<file path="config.mk">
export PLATFORM = sky130hd
export DESIGN_NAME = seq_bit_serializer
export DESIGN_NICKNAME = d
export VERILOG_FILES = /design/src/rtl/seq_ser_pkg.sv /design/src/rtl/seq_word_fifo.sv /design/src/rtl/seq_bit_serializer.sv
export SDC_FILE = /design/constraint.sdc
export NUM_CORES = 1
export LEC_CHECK = 0
export CORE_UTILIZATION = 25
export CTS_CLUSTER_DIAMETER = 150
export DETAILED_ROUTE_END_ITERATION = 16
export PLACE_DENSITY = 0.5
export SYNTH_ARGS = -nofsm -noshare
export SYNTH_HDL_FRONTEND = slang
export SYNTH_SLANG_ARGS = --single-unit
export TNS_END_PERCENT = 10
</file>
<file path="constraint.sdc">
create_clock -name clk -period 1.8 [get_ports clk]
set_input_delay 0.18 -clock clk [delete_from_list [all_inputs] [get_ports clk]]
set_output_delay 0.18 -clock clk [all_outputs]
set_load 0.02 [all_outputs]
</file>
<file path="src/rtl/seq_ser_pkg.sv">
// seq_ser_pkg: shared types and helpers for seq_bit_serializer.
// Optional feature macro: SER_PARITY_EN appends one even-parity bit to every word.
package seq_ser_pkg;

    typedef enum logic {
        IDLE  = 1'b0,
        SHIFT = 1'b1
    } ser_state_e;

    // Bits sent per word, including the optional parity bit.
    function automatic int unsigned frame_len(input int unsigned width);
`ifdef SER_PARITY_EN
        return width + 1;
`else
        return width;
`endif
    endfunction

`ifdef SER_PARITY_EN
    // Even parity over a zero-extended word; extension bits do not change the result.
    function automatic logic even_parity(input logic [63:0] word);
        return ^word;
    endfunction
`endif

endpackage

</file>
<file path="src/rtl/seq_word_fifo.sv">
// seq_word_fifo: synchronous word FIFO with registered full/empty/count flags.
// Pushes when full and pops when empty are ignored.
module seq_word_fifo
    import seq_ser_pkg::*;
#(
    parameter int unsigned WIDTH      = 5,
    parameter int unsigned FIFO_DEPTH = 2,
    localparam int unsigned PTR_W     = $clog2(FIFO_DEPTH),
    localparam int unsigned CNT_W     = $clog2(FIFO_DEPTH + 1)
) (
    input  logic             clk,
    input  logic             rst,
    input  logic             push,
    input  logic             pop,
    input  logic [WIDTH-1:0] wr_data,
    output logic [WIDTH-1:0] rd_data,
    output logic             full,
    output logic             empty,
    output logic [CNT_W-1:0] count
);

    logic [WIDTH-1:0] mem [FIFO_DEPTH];
    logic [PTR_W-1:0] wr_ptr;
    logic [PTR_W-1:0] rd_ptr;
    logic [CNT_W-1:0] count_next;
    logic             do_push;
    logic             do_pop;

    assign do_push = push && !full;
    assign do_pop  = pop && !empty;
    assign rd_data = mem[rd_ptr];

    // Next occupancy: simultaneous push and pop leave it unchanged.
    always_comb begin
        count_next = count;
        if (do_push && !do_pop) begin
            count_next = count + CNT_W'(1);
        end else if (do_pop && !do_push) begin
            count_next = count - CNT_W'(1);
        end
    end

    // Storage array; contents need no reset since flags gate every read.
    always_ff @(posedge clk) begin
        if (do_push) begin
            mem[wr_ptr] <= wr_data;
        end
    end

    // Pointers and registered flags; pointers wrap naturally at a power-of-2 depth.
    always_ff @(posedge clk or posedge rst) begin
        if (rst) begin
            wr_ptr <= '0;
            rd_ptr <= '0;
            count  <= '0;
            full   <= 1'b0;
            empty  <= 1'b1;
        end else begin
            if (do_push) begin
                wr_ptr <= wr_ptr + PTR_W'(1);
            end
            if (do_pop) begin
                rd_ptr <= rd_ptr + PTR_W'(1);
            end
            count <= count_next;
            full  <= (count_next == CNT_W'(FIFO_DEPTH));
            empty <= (count_next == '0);
        end
    end

endmodule

</file>
<file path="src/rtl/seq_bit_serializer.sv">
// seq_bit_serializer: buffers WIDTH-bit words and shifts them out one bit per accepted cycle.
// Optional feature macro: SER_PARITY_EN sends an even-parity bit after each word's data bits.
module seq_bit_serializer
    import seq_ser_pkg::*;
#(
    parameter int unsigned WIDTH      = 5,
    parameter int unsigned FIFO_DEPTH = 2,
    parameter bit          MSB_FIRST  = 1'b1,
    parameter bit          IDLE_BIT   = 1'b0
) (
    input  logic             clk,
    input  logic             rst,
    input  logic             s_valid,
    output logic             s_ready,
    input  logic [WIDTH-1:0] s_data,
    input  logic             bit_ready,
    output logic             bit_out,
    output logic             bit_valid,
    output logic             frame_start,
    output logic             busy
);

    localparam int unsigned FRAME_LEN = frame_len(WIDTH);
    localparam int unsigned CNT_W     = $clog2(FRAME_LEN + 1);
    localparam int unsigned OCC_W     = $clog2(FIFO_DEPTH + 1);
    localparam logic [CNT_W-1:0] LAST_BIT = CNT_W'(FRAME_LEN - 1);

    ser_state_e           state;
    ser_state_e           state_next;
    logic [FRAME_LEN-1:0] shift_reg;
    logic [FRAME_LEN-1:0] shift_next;
    logic [FRAME_LEN-1:0] load_frame;
    logic [CNT_W-1:0]     bit_cnt;
    logic [CNT_W-1:0]     cnt_next;
    logic                 bit_out_next;
    logic                 bit_valid_next;
    logic                 frame_start_next;
    logic                 load;

    logic                 fifo_full;
    logic                 fifo_empty;
    logic [OCC_W-1:0]     fifo_count;
    logic [WIDTH-1:0]     fifo_data;

    assign s_ready = !fifo_full;
    assign busy    = (state == SHIFT) || (fifo_count != '0);

    seq_word_fifo #(
        .WIDTH      (WIDTH),
        .FIFO_DEPTH (FIFO_DEPTH)
    ) u_fifo (
        .clk     (clk),
        .rst     (rst),
        .push    (s_valid && s_ready),
        .pop     (load),
        .wr_data (s_data),
        .rd_data (fifo_data),
        .full    (fifo_full),
        .empty   (fifo_empty),
        .count   (fifo_count)
    );

    // Arrange the head word so the first bit to send sits in the frame MSB.
    always_comb begin
        load_frame = '0;
        for (int unsigned i = 0; i < WIDTH; i++) begin
            load_frame[FRAME_LEN-1-i] = MSB_FIRST ? fifo_data[WIDTH-1-i] : fifo_data[i];
        end
`ifdef SER_PARITY_EN
        load_frame[0] = even_parity(64'(fifo_data));
`endif
    end

    // Next-state and output decode; a load pops the FIFO and presents the first bit.
    always_comb begin
        state_next       = state;
        shift_next       = shift_reg;
        cnt_next         = bit_cnt;
        bit_out_next     = bit_out;
        bit_valid_next   = bit_valid;
        frame_start_next = frame_start;
        load             = 1'b0;

        case (state)
            IDLE: begin
                load = !fifo_empty;
            end
            SHIFT: begin
                if (bit_ready) begin
                    if (bit_cnt == LAST_BIT) begin
                        if (!fifo_empty) begin
                            load = 1'b1;
                        end else begin
                            state_next       = IDLE;
                            cnt_next         = '0;
                            bit_out_next     = IDLE_BIT;
                            bit_valid_next   = 1'b0;
                            frame_start_next = 1'b0;
                        end
                    end else begin
                        shift_next       = shift_reg << 1;
                        cnt_next         = bit_cnt + CNT_W'(1);
                        bit_out_next     = shift_reg[FRAME_LEN-2];
                        frame_start_next = 1'b0;
                    end
                end
            end
            default: begin
                state_next = IDLE;
            end
        endcase

        if (load) begin
            state_next       = SHIFT;
            shift_next       = load_frame;
            cnt_next         = '0;
            bit_out_next     = load_frame[FRAME_LEN-1];
            bit_valid_next   = 1'b1;
            frame_start_next = 1'b1;
        end
    end

    // State, shift register, bit counter and registered serial outputs.
    always_ff @(posedge clk or posedge rst) begin
        if (rst) begin
            state       <= IDLE;
            shift_reg   <= '0;
            bit_cnt     <= '0;
            bit_out     <= IDLE_BIT;
            bit_valid   <= 1'b0;
            frame_start <= 1'b0;
        end else begin
            state       <= state_next;
            shift_reg   <= shift_next;
            bit_cnt     <= cnt_next;
            bit_out     <= bit_out_next;
            bit_valid   <= bit_valid_next;
            frame_start <= frame_start_next;
        end
    end

endmodule

</file>
* Word-level counts from Yosys, hierarchy flattened *
Memory sizes are Yosys's and may differ from the RTL's.
Cells that the tools add are included.

storage, ports and cells
  flip-flop bits (word level) = 17
  memories kept = 1
  memory bits (writable) = 10
  input bits = 9
  output and inout port bits = 5

operators by class
  reductions and logical operators = 19
  bitwise logic cells = 1
  add/sub/neg operators = 5
  eq/ne operators = 4
  multiplexer cells = 34

memories
  memory      depth  width  rd ports  clocked after Yosys merged registers in  wr ports  RTL line             text
  u_fifo.mem  2      5      1         0                                        1         seq_word_fifo.sv:22  logic [WIDTH-1:0] mem [FIFO_DEPTH];

operators with widths
  cell                                                                count
  1-bit 2-to-1 mux                                                    22
  4-bit 2-to-1 mux                                                    4
  3-bit 2-to-1 mux                                                    5
  2-bit nonzero test                                                  5
  3-bit AND reduction                                                 2
  1-bit logical AND                                                   5
  1-bit zero test                                                     4
  2-bit 2-to-1 mux                                                    2
  4-bit AND reduction                                                 1
  3-bit by 1-bit adder with 3-bit output, second input constant       1
  3-bit == test, second input constant                                1
  3-bit by 1-bit != test with 1-bit output, second input constant     1
  1-bit adder, second input constant                                  2
  2-bit by 1-bit adder with 2-bit output, second input constant       1
  2-bit == test, second input constant                                1
  2-bit zero test                                                     1
  2-bit by 1-bit != test with 1-bit output, second input constant     1
  1-bit case mux with 2 select lines                                  1
  2-bit by 1-bit subtractor with 2-bit output, second input constant  1
  1-bit logical OR                                                    1
  1-bit inverter                                                      1

* Longest topological paths before layout *
Gate-level depths: netlist (run 1).

  depth after elaboration = 9
  depth in mapped cells = 6

* Modules after synthesis *
From an unflattened synthesis (run 1), not the netlist that was laid out.

second synthesis, totals
  cells, all modules = 114
  area total of the unflattened synthesis = 1352.5 sq um

modules (own cells, without submodules)
  module              cells an instance  sequential area each (sq um)  area each (sq um)  times used
  seq_word_fifo       47                 451.7                         711.9              1
  seq_bit_serializer  67                 275.3                         640.6              1

* Least setup slack after synthesis (run 1) *
Ideal clock, no wire load.

  kind = reg2reg
  start point = register bit_cnt[0]
  end point = register u_fifo.full
  arrival = 1.462 ns
  setup time = 0.122 ns
  clock period less this slack = 1.583 ns
  slack = 0.217 ns
  cell stages (with the launch flop) = 6
  cell sequence = dfrtp_1 inv_1 ha_1 and4b_4 or3_4 a32o_1

on the way
  word-level cells in the longest chain between the ends = 9

ends and longest elaborated chain
  what                                                   RTL line                                  text
  from (decl)                                            seq_bit_serializer.sv:33                  logic [CNT_W-1:0] bit_cnt;
  from (signal assigned)                                 seq_bit_serializer.sv:135                 bit_cnt <= cnt_next;
  3-bit == test *                                        seq_bit_serializer.sv:90                  if (bit_cnt == LAST_BIT) begin
  1-bit 2-to-1 mux *                                     seq_bit_serializer.sv:90
  1-bit 2-to-1 mux *                                     seq_bit_serializer.sv:89                  if (bit_ready) begin
  1-bit case mux with 2 select lines *                   seq_bit_serializer.sv:84                  case (state)
  1-bit logical AND *                                    seq_word_fifo.sv:30                       assign do_pop = pop && !empty;
  1-bit logical AND or 1-bit zero test (tied branches)   seq_word_fifo.sv:38, seq_word_fifo.sv:36
  2-bit 2-to-1 mux or 1-bit logical AND (tied branches)  seq_word_fifo.sv:38, seq_word_fifo.sv:36
  2-bit 2-to-1 mux *                                     seq_word_fifo.sv:36                       if (do_push && !do_pop) begin
  2-bit == test *                                        seq_word_fifo.sv:66                       full <= (count_next == CNT_W'(FIFO_DEPTH));
  to (signal assigned)                                   seq_word_fifo.sv:66
  to (decl)                                              seq_word_fifo.sv:17                       output logic full,

Mark *: on every way between the ends. The rest lies on a longest branch, timed or not.
A chain may end at the register's enable or synchronous reset.

* Worst setup path after layout (run 1) *
  start point = register bit_cnt[0]
  end point = register shift_reg[3]

on the way
  word-level cells in the longest chain between the ends = 6

ends and longest elaborated chain
  what                                                                                             RTL line                   text
  3-bit == test *                                                                                  seq_bit_serializer.sv:90
  1-bit 2-to-1 mux                                                                                 seq_bit_serializer.sv:90
  1-bit 2-to-1 mux                                                                                 seq_bit_serializer.sv:89
  1-bit case mux with 2 select lines                                                               seq_bit_serializer.sv:84
  2-bit by 1-bit != test with 1-bit output (no source line) or 2-bit nonzero test (tied branches)  --
  3-bit AND reduction (no source line)                                                             --
  to (signal assigned)                                                                             seq_bit_serializer.sv:134  shift_reg <= shift_next;
  to (decl)                                                                                        seq_bit_serializer.sv:30   logic [FRAME_LEN-1:0] shift_reg;

Marked as above.

==> results of run 1 <==
==> placed cells by master, fill, tap and decap left out <==
cell	instances
or3_4	1
nor2_2	1
o21ai_1	1
o2bb2ai_1	1
o22ai_1	1
edfxtp_1	10
dfrtp_1	16
nand3_1	3
o21ai_0	4
and4b_4	1
and3_1	1
nor2b_1	5
dfstp_2	1
xnor2_1	3
nand2_1	10
clkinvlp_4	1
ha_1	3
a32o_1	2
a21oi_1	7
clkdlybuf4s50_1	12
o22a_1	1
clkbuf_8	3
a211oi_1	3
nor2_1	12
buf_4	4
inv_1	9
a211o_1	1
mux2i_1	6
dlygate4sd2_1	1
o31ai_1	3
o21a_1	1
nand2b_1	2
==> cells by family (layout without fill, tap and decap cells) <==
group,count (synthesis),count (layout),synth area share
AOI/OAI and AO/OA,25,25,0.134
xor gates and xnor gates,3,3,0.0213
adders and majority gates,3,3,0.0304
buffers and inverters,11,30,0.0334
DFF,27,27,0.588
muxes,6,6,0.0486
and+or+nand+nor,36,36,0.145
==> per-layer routing <==
| metal | up-vias | global-route usage | share of wire |
|---|---|---|---|
| li1 | 427 | - | - |
| met1 | 400 | 0.105 | 0.48 |
| met2 | 13 | 0.158 | 0.48 |
| met3 | 2 | 0.0292 | 0.032 |
| met4 | 0 | 0.0174 | 0.0060 |
| met5 | - | 0 | 0 |
==> area by class of cell <==
cell class	count	area share
multi-input cells	73	0.308
repair buffers	17	0.105
well taps	67	0.0551
clock inverters	1	0.00494
inverters	9	0.0222
flip-flops and latches	27	0.478
clock buffers	3	0.0272
==> critical path: stages, from the launching register on <==
cell and delay (ns):
dfrtp_1 0.38, inv_1 0.07, ha_1 0.24, and4b_4 0.22, nor2_2 0.31, a211oi_1 0.10
o31ai_1 0.26
==> report_power, final <==
part / internal, uW / leakage (uW) / total (uW) / switching, uW
clock network: 157 / 0.0000217 / 360 / 202
registers: 859 / 0.000300 / 1010 / 151
logic: 388 / 0.000290 / 780 / 392
total: 1400 / 0.000612 / 2150 / 745
==> synth_stat cells (2+ instances only) <==
library cell,instances
a32o_1,2
inv_1,9
a211oi_1,3
nor2b_1,5
nand2_1,10
nor2_1,12
nand2b_1,2
clkbuf_1,2
xnor2_1,3
nand3_1,3
ha_1,3
o31ai_1,3
a21oi_1,7
edfxtp_1,10
mux2i_1,6
dfrtp_1,16
o21ai_0,4
==> final timing paths <==
check | end | slack (ns) | cells past startpoint
setup reg to reg | shift_reg[3]$_DFFE_PP0P_ | 0.12 | 6
min in group clk | u_fifo.mem[0][1]$_DFFE_PP_ | 0.48 | 1
max in group asynchronous | shift_reg[0]$_DFFE_PP0P_ | 1.09 | 2
hold / removal | state$_DFF_PP0_ | 0.29 | 2
setup / recovery | shift_reg[3]$_DFFE_PP0P_ | 0.12 | 6
hold reg to reg | shift_reg[2]$_DFFE_PP0P_ | 0.49 | 2
==> stage by stage <==
step | worst slack (ns) | power [uW] | cells
floorplan | 0.217 | 1570 | 111
detailed placement | 0.0803 | 1820 | 193
CTS | 0.0918 | 2180 | 197
global placement | 0.119 | 1790 | 193
global route | 0.0194 | 2300 | 197
finish | 0.121 | 2150 | 197
==> flow_summary.yaml, run 1 <==
routing:
  drc_errors: 0
  routed_wl_mm: 2.16
  wire_per_inst_um: 11.0
  via_per_inst: 4.27
  drtAntennaViolNets: 0
  drt_iter0_drc: 35
  dr.pass1.iters: 4
  num_vias: 842
sta:
  finalCritPeriodShare: 0.933
  fin_worst_skew_ns: 0.00499
  worst_pin_slew_ns: 0.668
  fin_crit_ns: 1.68
  fmax_mhz: 596
  grt_setup_unrepaired: "false"
  timing.hold.ws_ns: 0.286
  setup_violations: 0
  hold_viol: 0
  finalMaxSlewViolations: 0
  slew_headroom: 0.554
  setup_tns_ns: 0
synthesis:
  synthesis.area_sq_um: 1240
  synth.distinct_cells: 28
  synth.top_cell.area_share: 0.324
  syn_nets: 123
  syn_area_per_cell_sq_um: 11.1
  seq_area_frac_synth: 0.588
  ys.flop_type: "dfrtp_1"
  async_flop_share: 0.630
  yosys.area.top_type: "dfrtp_1"
  synthCells: 111
  ys_warn_count: 0
  synth.area.top_cells: "dfrtp_1 32%, edfxtp_1 24%, mux2i_1 4.9%"
  synth_edf_count: 10
  ys_ff_latch: 27
critical_path:
  crit_type: "flop to flop"
  cp-start-kind: "flop"
  arrival_ns: 1.86
  cp-startpoint: "bit_cnt[0]$_DFFE_PP0P_"
  worstReg2RegStart: "bit_cnt[0]$_DFFE_PP0P_"
  critPathMaxFanout: 8
  crit_required_ns: 1.98
  end_kind: "flop"
clock_network:
  clock-root-buffer: "clkbuf_8"
  clock_path_buffers: 2
  clk_pin_slew_ns: 0.10
  numClockSinks: 27
  ctsHoldBuffers: 0
  cts_buffers: 3
  htreeDepth: 1
  clock_latency_ns: 0.28
  cts_setup_buffers: 0
  cts_tree: "yes"
  cts_repair_resize_count: 1
cells_and_area:
  antenna_cells: 0
  fin_util: 0.320
  syn_to_final_growth_pct: 23.0
  nets: 143
  regArea_sq_um: 727
  stdcell_area_sq_um: 1520
  largest_reg_flops: 10
  drive_above_1_share: 0.0923
  fillers: 518
  multi_input_area_sq_um: 468
placed_design:
  placed_cell_area_sq_um: 1470
  hpwl_mm: 1.60
  gp_congestion: 0.766
  portBuffers: 13
run_status:
  status: "finished clean"
global_routing:
  grt_pass1_wl_mm: 3.60
  antenna_found_initial: 0
  grt_overflow_total: 0
  grt_usage: 0.0891
  grt_pass1_vias: 842
  grt_max_degree: 18
power_and_ir_drop:
  vdd_drop_max_mv: 0.540
  leakagePower_uw: 0.000612
  p_per_area_nw_per_um2: 1410
die:
  num_rows: 25
  coreArea_sq_um: 4750
  io_pins: 14
  die_w_um: 72.3
  die-area_sq_um: 5230
  die_h_um: 72.3
  start_util: 0.260
job:
  max-cap-violations: 0
min_path:
  hp-class: "primary input to async pin"
(Power assumes the default switching activity.)
==> inputs of run 2 (changes only) <==
Settings changed: CORE_UTILIZATION 25 to 40, PLACE_DENSITY 0.5 to 0.68.
==> run 2 against run 1 <==
Effect of this change:
- sequential power about the same
- first-iteration DRC count down 43%
- via count down 1.4%
- register-to-register slack worse by 0.03 ns
- sequential share of layout area up 2.1 points
- power down 4.7%
==> flow_summary.yaml, run 2 (synthesis gave the netlist of run 1 again) <==
placed_design:
  placed_cells: 156
  placed_cell_area_sq_um: 1420
  gp_congestion: 0.792
  portBuffers: 13
  hpwl_mm: 1.51
critical_path:
  crit_required_ns: 2.06
  critPathMaxFanout: 5
  cp-startpoint: "bit_cnt[0]$_DFFE_PP0P_"
  arrival_ns: 1.97
  end_kind: "flop"
  r2r_slack_ns: 0.09
  cp-start-kind: "flop"
  crit_type: "flop to flop"
  worstReg2RegStart: "bit_cnt[0]$_DFFE_PP0P_"
die:
  coreArea_sq_um: 2850
  die_h_um: 57.6
  start_util: 0.433
  die_w_um: 57.6
  num_rows: 19
  die-area_sq_um: 3320
  io_pins: 14
clock_network:
  cts_buffers: 3
  cts_tree: "yes"
  clock_latency_ns: 0.32
  numClockSinks: 27
  htreeDepth: 1
  clk_pin_slew_ns: 0.14
  clock-root-buffer: "clkbuf_4"
  clock_path_buffers: 2
global_routing:
  antenna_found_initial: 0
  grt-busiest-layer: "met2"
  gr-usage-met1: 0.186
  grt_overflow_total: 0
  grt_pass1_vias: 808
  grt_max_degree: 18
  grt_pass1_wl_mm: 3.53
  use_met3: 0.0249
  grt_usage: 0.140
  use_met2: 0.228
sta:
  worst_pin_slew_ns: 0.433
  setup_tns_ns: 0
  finalCritPeriodShare: 0.947
  finalMaxSlewViolations: 0
  slew_headroom: 0.710
  hold_viol: 0
  grt_setup_unrepaired: "false"
  setup_violations: 0
  fin_crit_ns: 1.71
  fin_worst_skew_ns: 0.00488
  fmax_mhz: 586
power_and_ir_drop:
  vdd_drop_max_mv: 0.664
  leakagePower_uw: 0.000608
  p_per_area_nw_per_um2: 1400
  p_total_uw: 2050
cells_and_area:
  antenna_cells: 0
  final_cells: 161
  syn_to_final_growth_pct: 18.1
  stdcell_area_sq_um: 1460
  nets: 143
  layout.cells.most_common_list: "15 x dfrtp_1, 12 x nor2_1, 12 x clkdlybuf4s50_1"
  largest_reg_flops: 10
  drive_above_1_share: 0.108
  final_common_cell: "dfrtp_1"
routing:
  num_vias: 830
  drc_errors: 0
  dr.pass1.iters: 8
  routed_wl_mm: 1.98
  via_per_inst: 5.16
  drt_iter0_drc: 20
  wire_per_inst_um: 12.3
  drtAntennaViolNets: 0
min_path:
  hp-class: "primary input to async pin"
run_status:
  status: "finished clean"
job:
  max-cap-violations: 0
[run 2: cell types whose count changed in the layout (fill, tap and decap cells not counted), sizes merged]
cell      delta
clkinv       +1
clkinvlp     -1
[run 2: report_power, final]
part           switching (uW)  internal, uW
Clock                     174          83.2
Sequential                153           859
Combinational             392           388
[run 2: metal layers]
layer  vias up  share of wire
met5         -              0
met4         0         0.0040
met3         2          0.040
met2        18           0.47
met1       384           0.49
li1        426              -
[run 2: path summary, 6_finish.rpt]
path	end	cells past startpoint
hold / removal	shift_reg[0]$_DFFE_PP0P_	3
setup reg to reg	u_fifo.empty$_DFF_PP1_	6
min in group clk	u_fifo.mem[0][0]$_DFFE_PP_	1
max in group asynchronous	u_fifo.empty$_DFF_PP1_	3
hold reg to reg	state$_DFF_PP0_	1
setup / recovery	u_fifo.empty$_DFF_PP1_	6
[run 2: cell type report]
type                    count  area, sq um
clock buffers               3         22.5
repair buffers             17          159
well taps                  31         38.8
flip-flops and latches     27          728
inverters                   9         33.8
fillers                   275         1390
clock inverters             1         5.00
multi-input cells          73          473
[run 2: critical path, cell delays in order (launching register included)]
cell     delay (ns)
dfrtp_1        0.40
inv_1          0.06
ha_1           0.25
and4b_4        0.22
or3_4          0.41
mux2i_1        0.15
a32o_1         0.16
[run 2: stage by stage]
stage	setup slack [ns]	util	hold slack [ns]
finish	0.0948	0.512	0.142
CTS	0.105	0.510	0.144
global placement	0.137	0.498	0.469
global route	0.000978	0.512	0.152
floorplan	0.217	-	0.105
detailed placement	0.112	0.498	0.477
[run 2: what timing repair did]
action                                  CTS  global route
cloned                                    0             0
pin swaps                                 0             0
hold buffers                              0             0
gates resized for setup                   2             1
setup buffers                             1             0
endpoints found under the setup margin    1             1
endpoints found under the hold margin     0             0
==> inputs of run 3 (changes only) <==
Settings changed: DONT_BUFFER_PORTS set to 1, PLACE_DENSITY 0.68 to 0.62.
==> run 3 against run 2 <==
Effect of this change:
- first-iteration DRC count did not move
- final cell count fell by 6.2%
- wire length increased by 4.0%
- maximum frequency up 0.73%
- final area down 5.7%
- flip-flop and latch count is the same
- clock power grew 4%
- clock skew is 0.0093 ns higher
- via count decreased by 2.5%
- critical path depth is the same
- critical path type unchanged
==> flow_summary.yaml, run 3 (synthesis gave the netlist of run 1 again) <==
clock_network:
  clock-root-buffer: "clkbuf_4"
  clock_latency_ns: 0.34
  htreeDepth: 1
  numClockSinks: 27
  clock_path_buffers: 2
  clk_pin_slew_ns: 0.15
  cts_buffers: 3
  cts_tree: "yes"
sta:
  finalCritPeriodShare: 0.940
  grt_setup_unrepaired: "false"
  fmax_mhz: 591
  setup_tns_ns: 0
  fin_worst_skew_ns: 0.0142
  fin_crit_ns: 1.69
  hold_viol: 0
  worst_pin_slew_ns: 0.641
  setup_violations: 0
  slew_headroom: 0.572
  finalMaxSlewViolations: 0
global_routing:
  grt_max_degree: 18
  grt_pass1_wl_mm: 3.46
  antenna_found_initial: 0
  grt_pass1_vias: 777
  grt_usage: 0.139
  grt_overflow_total: 0
critical_path:
  crit_type: "flop to flop"
  crit_family: "simple AND/OR/NAND/NOR gates"
  slowest_stage: "or3_4"
  cp-startpoint: "bit_cnt[0]$_DFFE_PP0P_"
  max_stage_delay_ns: 0.42
  r2r-end: "u_fifo.full$_DFF_PP0_"
  crit_path_end: "u_fifo.full$_DFF_PP0_"
  cp-start-kind: "flop"
  crit_required_ns: 2.09
  end_kind: "flop"
  r2r_slack_ns: 0.11
  worstReg2RegStart: "bit_cnt[0]$_DFFE_PP0P_"
  critPathMaxFanout: 5
  arrival_ns: 1.98
  critical_path_depth: 6
  worstRegToRegCells: 6
  path_buf_inv: 1
  crit_chain: "inv_1 -> ha_2 -> and4b_4 -> or3_4 -> mux2i_1 -> a32o_1"
routing:
  drc_errors: 0
  via_per_inst: 5.36
  drt_iter0_drc: 20
  wire_per_inst_um: 13.6
  dr.pass1.iters: 4
  num_vias: 809
  drtAntennaViolNets: 0
  routed_wl_mm: 2.06
cells_and_area:
  antenna_cells: 0
  regArea_sq_um: 727
  multi_input_area_sq_um: 479
  drive_above_1_share: 0.0833
  layout.cells.most_common_list: "16 x dfrtp_1, 12 x nor2_1, 10 x nand2_1, 10 x edfxtp_1, 9 x inv_1"
  largest_reg_flops: 10
  nets: 133
  final_common_cell: "dfrtp_1"
  syn_to_final_growth_pct: 11.3
  fillers: 286
die:
  die_w_um: 57.6
  start_util: 0.433
  coreArea_sq_um: 2850
  die-area_sq_um: 3320
  die_h_um: 57.6
  num_rows: 19
  io_pins: 14
power_and_ir_drop:
  leakagePower_uw: 0.000569
  p_total_uw: 1980
  p_per_area_nw_per_um2: 1440
  vdd_drop_max_mv: 0.853
placed_design:
  portBuffers: 0
  hpwl_mm: 1.47
  gp_congestion: 0.792
run_status:
  status: "finished clean"
job:
  max-cap-violations: 0
min_path:
  hold_path_startpoint: "bit_ready"
  hp-class: "primary input to flop"
[run 3: how the worst min path moves through the flow]
stage	end	slack [ns]	cells after the start
floorplan	bit_cnt[0]$_DFFE_PP0P_	0.11	1
global placement	u_fifo.wr_ptr$_DFFE_PP0P_	0.18	1
detailed placement	u_fifo.wr_ptr$_DFFE_PP0P_	0.19	1
CTS	bit_cnt[0]$_DFFE_PP0P_	0.09	3
global route	bit_cnt[0]$_DFFE_PP0P_	0.09	3
finish	bit_cnt[0]$_DFFE_PP0P_	0.08	3
[run 3: cell type report]
type                       count  area share
clock inverter                 1     0.00364
clock buffer                   3      0.0164
multi-input combinational     73       0.348
timing repair buffer           7      0.0509
inverter                       9      0.0245
sequential                    27       0.528
tap                           31      0.0282
[run 3: layer usage]
layer	global-route usage	up-vias	share of wire
li1	-	411	-
met1	0.175	382	0.48
met2	0.231	12	0.47
met3	0.0499	4	0.036
met4	0.0314	0	0.012
met5	0	-	0
[run 3: through the flow]
step / cells / instance area, sq um / util / hold slack [ns] / setup WS [ns]
floorplan: 111 / 1240 / - / 0.105 / 0.217
global placement: 140 / 1270 / 0.444 / 0.184 / 0.183
detailed placement: 140 / 1270 / 0.444 / 0.194 / 0.0811
CTS: 151 / 1370 / 0.479 / 0.0872 / 0.0504
global route: 151 / 1380 / 0.482 / 0.0860 / 0.0539
finish: 151 / 1380 / 0.482 / 0.0800 / 0.107
[run 3: report_power, final]
part	internal (uW)	switching (uW)	total [uW]	leakage, uW
registers	858	194	1050	0.000300
clock network	83.7	186	269	0.0000177
logic	314	348	661	0.000251
[run 3: worst reg2reg max path, stage by stage, from the launching register on]
cell and delay [ns]:
dfrtp_1 0.41, inv_1 0.07, ha_2 0.21, and4b_4 0.21, or3_4 0.42, mux2i_1 0.18
a32o_1 0.15
[run 3: repair_timing]
item,4_1_cts,5_1_grt
hold buffers,7,0
resized for setup,0,3
setup endpoints to repair,0,3
setup buffers,0,0
endpoints found under the hold margin,28,0
